## src/rtl/spi_adc_scan_sequencer.sv

```systemverilog
// Scans a 3-channel 10-bit SPI ADC through a byte-level SPI master.
// Each completed scan updates three PWM duty words; an RX watchdog aborts stalled transactions.
`timescale 1ns/1ps
module spi_adc_scan_sequencer #(
    parameter int SCAN_PERIOD = 100000,
    parameter int CS_SETUP    = 2,
    parameter int CS_HOLD     = 2,
    parameter int RX_TIMEOUT  = 1024
) (
    input  logic       i_clk,
    input  logic       i_reset,
    input  logic       i_enable,
    output logic [7:0] o_TX_Byte,
    output logic       o_TX_DV,
    input  logic       i_TX_Ready,
    input  logic       i_RX_DV,
    input  logic [7:0] i_RX_Byte,
    output logic       o_CS_n,
    output logic [9:0] o_duty0,
    output logic [9:0] o_duty1,
    output logic [9:0] o_duty2,
    output logic       o_duty_valid,
    output logic       o_error
);

    localparam int PACE_W  = $clog2(SCAN_PERIOD);
    localparam int WDOG_W  = $clog2(RX_TIMEOUT + 1);
    localparam int GAP_MAX = (CS_SETUP > CS_HOLD) ? CS_SETUP : CS_HOLD;
    localparam int GAP_W   = $clog2(GAP_MAX + 1);

    typedef enum logic [2:0] {
        ST_IDLE,
        ST_SETUP,
        ST_LAUNCH,
        ST_WAIT_RX,
        ST_HOLD,
        ST_UPDATE
    } state_t;

    state_t              state_r;
    logic [PACE_W-1:0]   pace_r;
    logic [WDOG_W-1:0]   wdog_r;
    logic [GAP_W-1:0]    gap_r;
    logic [1:0]          ch_r;
    logic [1:0]          byte_r;
    logic [1:0]          rx_hi_r;
    logic [9:0]          shadow0_r;
    logic [9:0]          shadow1_r;
    logic [9:0]          shadow2_r;
    logic                abort_r;
    logic                start_s;

    // MCP3008 framing: start bit, single-ended channel select, then a dummy byte
    function automatic logic [7:0] cmd_byte(input logic [1:0] ch, input logic [1:0] idx);
        logic [7:0] b;
        case (idx)
            2'd0:    b = 8'h01;
            2'd1:    b = {1'b1, 1'b0, ch, 4'b0000};
            default: b = 8'h00;
        endcase
        return b;
    endfunction

    assign start_s = (state_r == ST_IDLE) && (pace_r == PACE_W'(0)) && i_enable;

    // Scan pacing: reload on scan start, count down and saturate at zero
    always_ff @(posedge i_clk or negedge i_reset) begin
        if (!i_reset) begin
            pace_r <= PACE_W'(0);
        end else if (start_s) begin
            pace_r <= PACE_W'(SCAN_PERIOD - 1);
        end else if (pace_r != PACE_W'(0)) begin
            pace_r <= pace_r - PACE_W'(1);
        end else begin
            pace_r <= pace_r;
        end
    end

    // Scan sequencer with registered SPI handshake, chip select and duty outputs
    always_ff @(posedge i_clk or negedge i_reset) begin
        if (!i_reset) begin
            state_r      <= ST_IDLE;
            o_CS_n       <= 1'b1;
            o_TX_DV      <= 1'b0;
            o_TX_Byte    <= 8'h00;
            o_duty0      <= 10'd0;
            o_duty1      <= 10'd0;
            o_duty2      <= 10'd0;
            o_duty_valid <= 1'b0;
            o_error      <= 1'b0;
            wdog_r       <= WDOG_W'(0);
            gap_r        <= GAP_W'(0);
            ch_r         <= 2'd0;
            byte_r       <= 2'd0;
            rx_hi_r      <= 2'd0;
            shadow0_r    <= 10'd0;
            shadow1_r    <= 10'd0;
            shadow2_r    <= 10'd0;
            abort_r      <= 1'b0;
        end else begin
            o_TX_DV      <= 1'b0;
            o_duty_valid <= 1'b0;
            case (state_r)
                ST_IDLE: begin
                    if (start_s) begin
                        o_CS_n  <= 1'b0;
                        gap_r   <= GAP_W'(0);
                        ch_r    <= 2'd0;
                        byte_r  <= 2'd0;
                        abort_r <= 1'b0;
                        state_r <= ST_SETUP;
                    end
                end
                ST_SETUP: begin
                    if (gap_r == GAP_W'(CS_SETUP - 1)) begin
                        gap_r   <= GAP_W'(0);
                        state_r <= ST_LAUNCH;
                    end else begin
                        gap_r <= gap_r + GAP_W'(1);
                    end
                end
                ST_LAUNCH: begin
                    if (i_TX_Ready) begin
                        o_TX_DV   <= 1'b1;
                        o_TX_Byte <= cmd_byte(ch_r, byte_r);
                        wdog_r    <= WDOG_W'(0);
                        state_r   <= ST_WAIT_RX;
                    end
                end
                ST_WAIT_RX: begin
                    if (i_RX_DV) begin
                        if (byte_r == 2'd1) begin
                            rx_hi_r <= i_RX_Byte[1:0];
                        end
                        if (byte_r == 2'd2) begin
                            case (ch_r)
                                2'd0:    shadow0_r <= {rx_hi_r, i_RX_Byte};
                                2'd1:    shadow1_r <= {rx_hi_r, i_RX_Byte};
                                default: shadow2_r <= {rx_hi_r, i_RX_Byte};
                            endcase
                            o_CS_n  <= 1'b1;
                            gap_r   <= GAP_W'(0);
                            state_r <= ST_HOLD;
                        end else begin
                            byte_r  <= byte_r + 2'd1;
                            state_r <= ST_LAUNCH;
                        end
                    end else if (wdog_r == WDOG_W'(RX_TIMEOUT - 1)) begin
                        // Abort the whole scan: partial results must never reach the duties
                        o_error   <= 1'b1;
                        o_CS_n    <= 1'b1;
                        abort_r   <= 1'b1;
                        shadow0_r <= 10'd0;
                        shadow1_r <= 10'd0;
                        shadow2_r <= 10'd0;
                        gap_r     <= GAP_W'(0);
                        state_r   <= ST_HOLD;
                    end else begin
                        wdog_r <= wdog_r + WDOG_W'(1);
                    end
                end
                ST_HOLD: begin
                    if (gap_r == GAP_W'(CS_HOLD - 1)) begin
                        gap_r <= GAP_W'(0);
                        if (abort_r) begin
                            state_r <= ST_IDLE;
                        end else if (ch_r == 2'd2) begin
                            // Duties and strobe are loaded on the edge entering UPDATE
                            o_duty0      <= shadow0_r;
                            o_duty1      <= shadow1_r;
                            o_duty2      <= shadow2_r;
                            o_duty_valid <= 1'b1;
                            state_r      <= ST_UPDATE;
                        end else begin
                            ch_r    <= ch_r + 2'd1;
                            byte_r  <= 2'd0;
                            o_CS_n  <= 1'b0;
                            state_r <= ST_SETUP;
                        end
                    end else begin
                        gap_r <= gap_r + GAP_W'(1);
                    end
                end
                ST_UPDATE: begin
                    state_r <= ST_IDLE;
                end
                default: begin
                    o_CS_n  <= 1'b1;
                    state_r <= ST_IDLE;
                end
            endcase
        end
    end

endmodule
```

## config.mk

```make
export PLATFORM = sky130hd
export DESIGN_NAME = spi_adc_scan_sequencer
export DESIGN_NICKNAME = d
export VERILOG_FILES = /design/src/rtl/spi_adc_scan_sequencer.sv
export SDC_FILE = /design/constraint.sdc
export NUM_CORES = 1
export LEC_CHECK = 0
export BUFFER_PORTS_ARGS = -buffer_cell sky130_fd_sc_hd__buf_2
export CORE_ASPECT_RATIO = 0.75
export CORE_MARGIN = 10
export CORE_UTILIZATION = 55
export CTS_CLUSTER_DIAMETER = 30
export CTS_CLUSTER_SIZE = 14
export DETAILED_ROUTE_END_ITERATION = 8
export MAX_ROUTING_LAYER = met4
export PLACE_DENSITY = 0.73
export SLEW_MARGIN = 20
export SYNTH_ARGS = -nofsm -noshare
export SYNTH_HDL_FRONTEND = slang
export SYNTH_SLANG_ARGS = --single-unit
```

## constraint.sdc

```tcl
create_clock -name i_clk -period 2.66 [get_ports i_clk]
set_input_delay 0 -clock i_clk [delete_from_list [all_inputs] [get_ports i_clk]]
set_output_delay 0 -clock i_clk [all_outputs]
set_load 0.01 [all_outputs]
```

==> results.md <==
* Status: complete, no violations
* Synth Register Bits at 108
* Sequential Area at 0.00270 mm2
* Hold Vio Cnt, Final at 0
* Clock Skews at roughly 7.0 ps
* Leakage at 0.00281 uW
* Clock Pin Slew Worst Setup and Hold Paths at around 70 ps
* Hold-fix buffers, CTS at 9
* Crit path max fanout at 18
* Starting density of the core at 56.3%
* Fillcell total at 727
* Residual DRC at 0
* Final min period at 2190 ps
* Multi-input gate area at 0.00218 mm2
* Nets at 572
* Slew at the pin closest to its max-slew limit at 766 ps
* Worst Setup End Kind: flip-flop
* Count leader, synth: nand2_1
* Longest Clk Path Bufs at 2
* Pwr Total at around 4700 uW
* CP max stage delay at 690 ps
* Root Driver: clkbuf_16
* Fmax at 457 MHz
* Post-synth EDFFs at 0
* Setup TNS at 0 ps
* Die area at 0.0135 mm2
* Distinct cell type count after synthesis at just over 60
* Core area at roughly 0.009 mm2
* Total track usage at 18.2%
* First-pass GRT wire length at 19.1 mm
* Drt wl/cell at about 17 um
* Setup ws final at 474 ps
* Top-area cell type share of the netlist area at 52.6%
* Syn avg cell area at approximately 10 um2
* Max-cap violations at 0
* Register-to-Register Path Depth at 5
* N_diodes at 0
* RePlAce Congestion at roughly 0.83
* Chip height at approximately 100 um
* DRT Wirelength at roughly 12 mm
* Buffers on Ports at 50
* Cell area after synthesis at slightly above 0.005 mm2
* Yosys warning count at 0
* Initial antenna violation count at 0
* Worst skew pair latency at 350 ps
* Max Slew Vio Count at 0
* Most instantiated cells after synthesis: nand2_1, dfrtp_1, a32o_1
* Crit path arrival time at 2420 ps
* 1st-iter DRT viols at 407
* CP Cell Sequence: nor2b_1 > nand2_1 > inv_1 > or2_2 > o41ai_1
* Worst EP required at 2900 ps
* Top_reg_cell synth: dfrtp_1
* Post-synth ARST share at between 90% and 100%
* Post-Place Worst Slack at 512 ps
* Maximum vdd ir drop at 0.414 mV
* Vias/cell at about 5.8
* Num CTS Buffers at 9
* PwrDens at 808 mW/mm2
* GRT Residual Overflow at 0
* Final setup fails at 0
* Final period util at around 82%
* Hpwl dp at between 8 and 9 mm
* Fin Hold WS at 117 ps
* Core Rows at 30
* Worst Setup Start Kind: flip-flop
* Pin count of the biggest net entering global routing at 81
* Largest area contributor in the netlist: dfrtp_1
* Clk sinks at 108
* I/O Pins at 55
* Ranking of synthesized cells by area: dfrtp_1, nand2_1, a32o_1
* Worst min-delay path class: in -> async
* Setup bufs post-CTS at 0
* Share of layout cells above drive strength 1 at 16.2%
* Slew HR at 48.8%
* CTS tree: done
* Register area share after synthesis at 53.1%
* RSZ-0062 raised after global routing: false
* Slowest-stage cell, CP: dfrtp_1
* Die W at 131 um
* 1st-pass router iterations at 5
* Routed vias at about 3900
* Vias in the first global route at 3783
* Post_cts resized at 0
* R2r setup slk at 470 ps
* WS Path Type: reg -> reg
* Area grow syn2layout at 13.7%
* Post-Synthesis Cells at 500
* H-tree depth at 3
* DRT antenna net count at 0
==> flip-flops by register name, indices dropped and copies added, names as in the netlist, 10 cells and up <==
name / cells
o_duty1: 10
shadow0_r: 10
o_duty2: 10
pace_r: 17
shadow2_r: 10
o_duty0: 10
shadow1_r: 10
wdog_r: 11
==> kinds of logic (layout without fill, tap and decap cells) <==
kind of cell               count (synthesis)  in the layout  share of synthesized area (%)
xor gates and xnor gates                   9              9                           1.55
AOI/OAI and AO/OA                         92             92                           14.4
muxes                                     12             12                           2.43
adders and majority gates                 11             11                           2.65
other                                      1              4                         0.0737
buffers and inverters                     47             98                           4.20
DFF                                      108            108                           53.1
and+or+nand+nor                          220            220                           21.6
==> final timing paths <==
| check | start | end |
|---|---|---|
| max reg2reg | state_r[0] | wdog_r[7] |
| min in group i_clk | i_enable | gap_r[1] |
| min | i_reset | wdog_r[2] |
| max in group asynchronous | i_reset | shadow0_r[0] |
| min reg2reg | o_duty1[4] | o_duty1[4] |
| max | state_r[0] | wdog_r[7] |
==> cells in the final DEF, fill, tap and decap left out, types with 5 or more instances in the layout <==
cell	Yosys	layout
nand2_1	120	120
dfrtp_1	107	107
buf_2	6	49
a32o_1	31	31
inv_1	18	18
nor2_1	17	17
nand3_1	15	15
a21oi_1	15	15
ha_1	10	10
mux2i_1	9	9
clkbuf_16	0	9
dlygate4sd3_1	0	9
nor2b_1	7	7
nand2b_1	7	7
or2_2	7	7
nor3_1	6	6
xnor2_1	6	6
o21ai_0	6	6
a211oi_1	6	6
and4_1	5	5
nand4_1	5	5
a31oi_1	5	5
o31ai_1	5	5
buf_4	4	5
==> power by group <==
group / switching (uW) / internal [uW] / leakage (uW) / total (uW)
Clock: 603 / 665 / 0.000136 / 1270
Sequential: 338 / 1930 / 0.00145 / 2270
Combinational: 638 / 501 / 0.00123 / 1140
==> metrics by stage <==
stage / cells / util [%] / area, um2
after floorplan: 503 / - / 5100
after global placement: 657 / 59.9 / 5420
after detailed placement: 657 / 59.9 / 5420
after CTS: 682 / 64.0 / 5790
after global routing: 682 / 64.0 / 5790
final: 682 / 64.0 / 5790
==> routing by layer <==
layer  part of all wire [%]  global-route usage, %  vias to the layer above
met2                     47                   27.4                      107
met5                      0                      -                        -
li1                       -                      -                     1873
met3                    5.9                   4.58                       17
met1                     46                   24.3                     1933
met4                    1.1                   4.18                        0
==> layout make-up <==
type,instances,share of cell area (%)
clock buffers,11,4.20
well taps,128,2.77
repair buffers,64,6.79
flip-flops and latches,108,46.7
multi-input cells,348,37.7
inverters,18,1.17
clock inverters,5,0.606
==> critical path, delay by kind of cell (launching register included) <==
kind	cells	cell delay (ps)
buffers and inverters	1	310
AOI/OAI and AO/OA	1	250
DFF	1	690
and+or+nand+nor	3	820
Note: power is estimated with default switching activity, not from simulation.
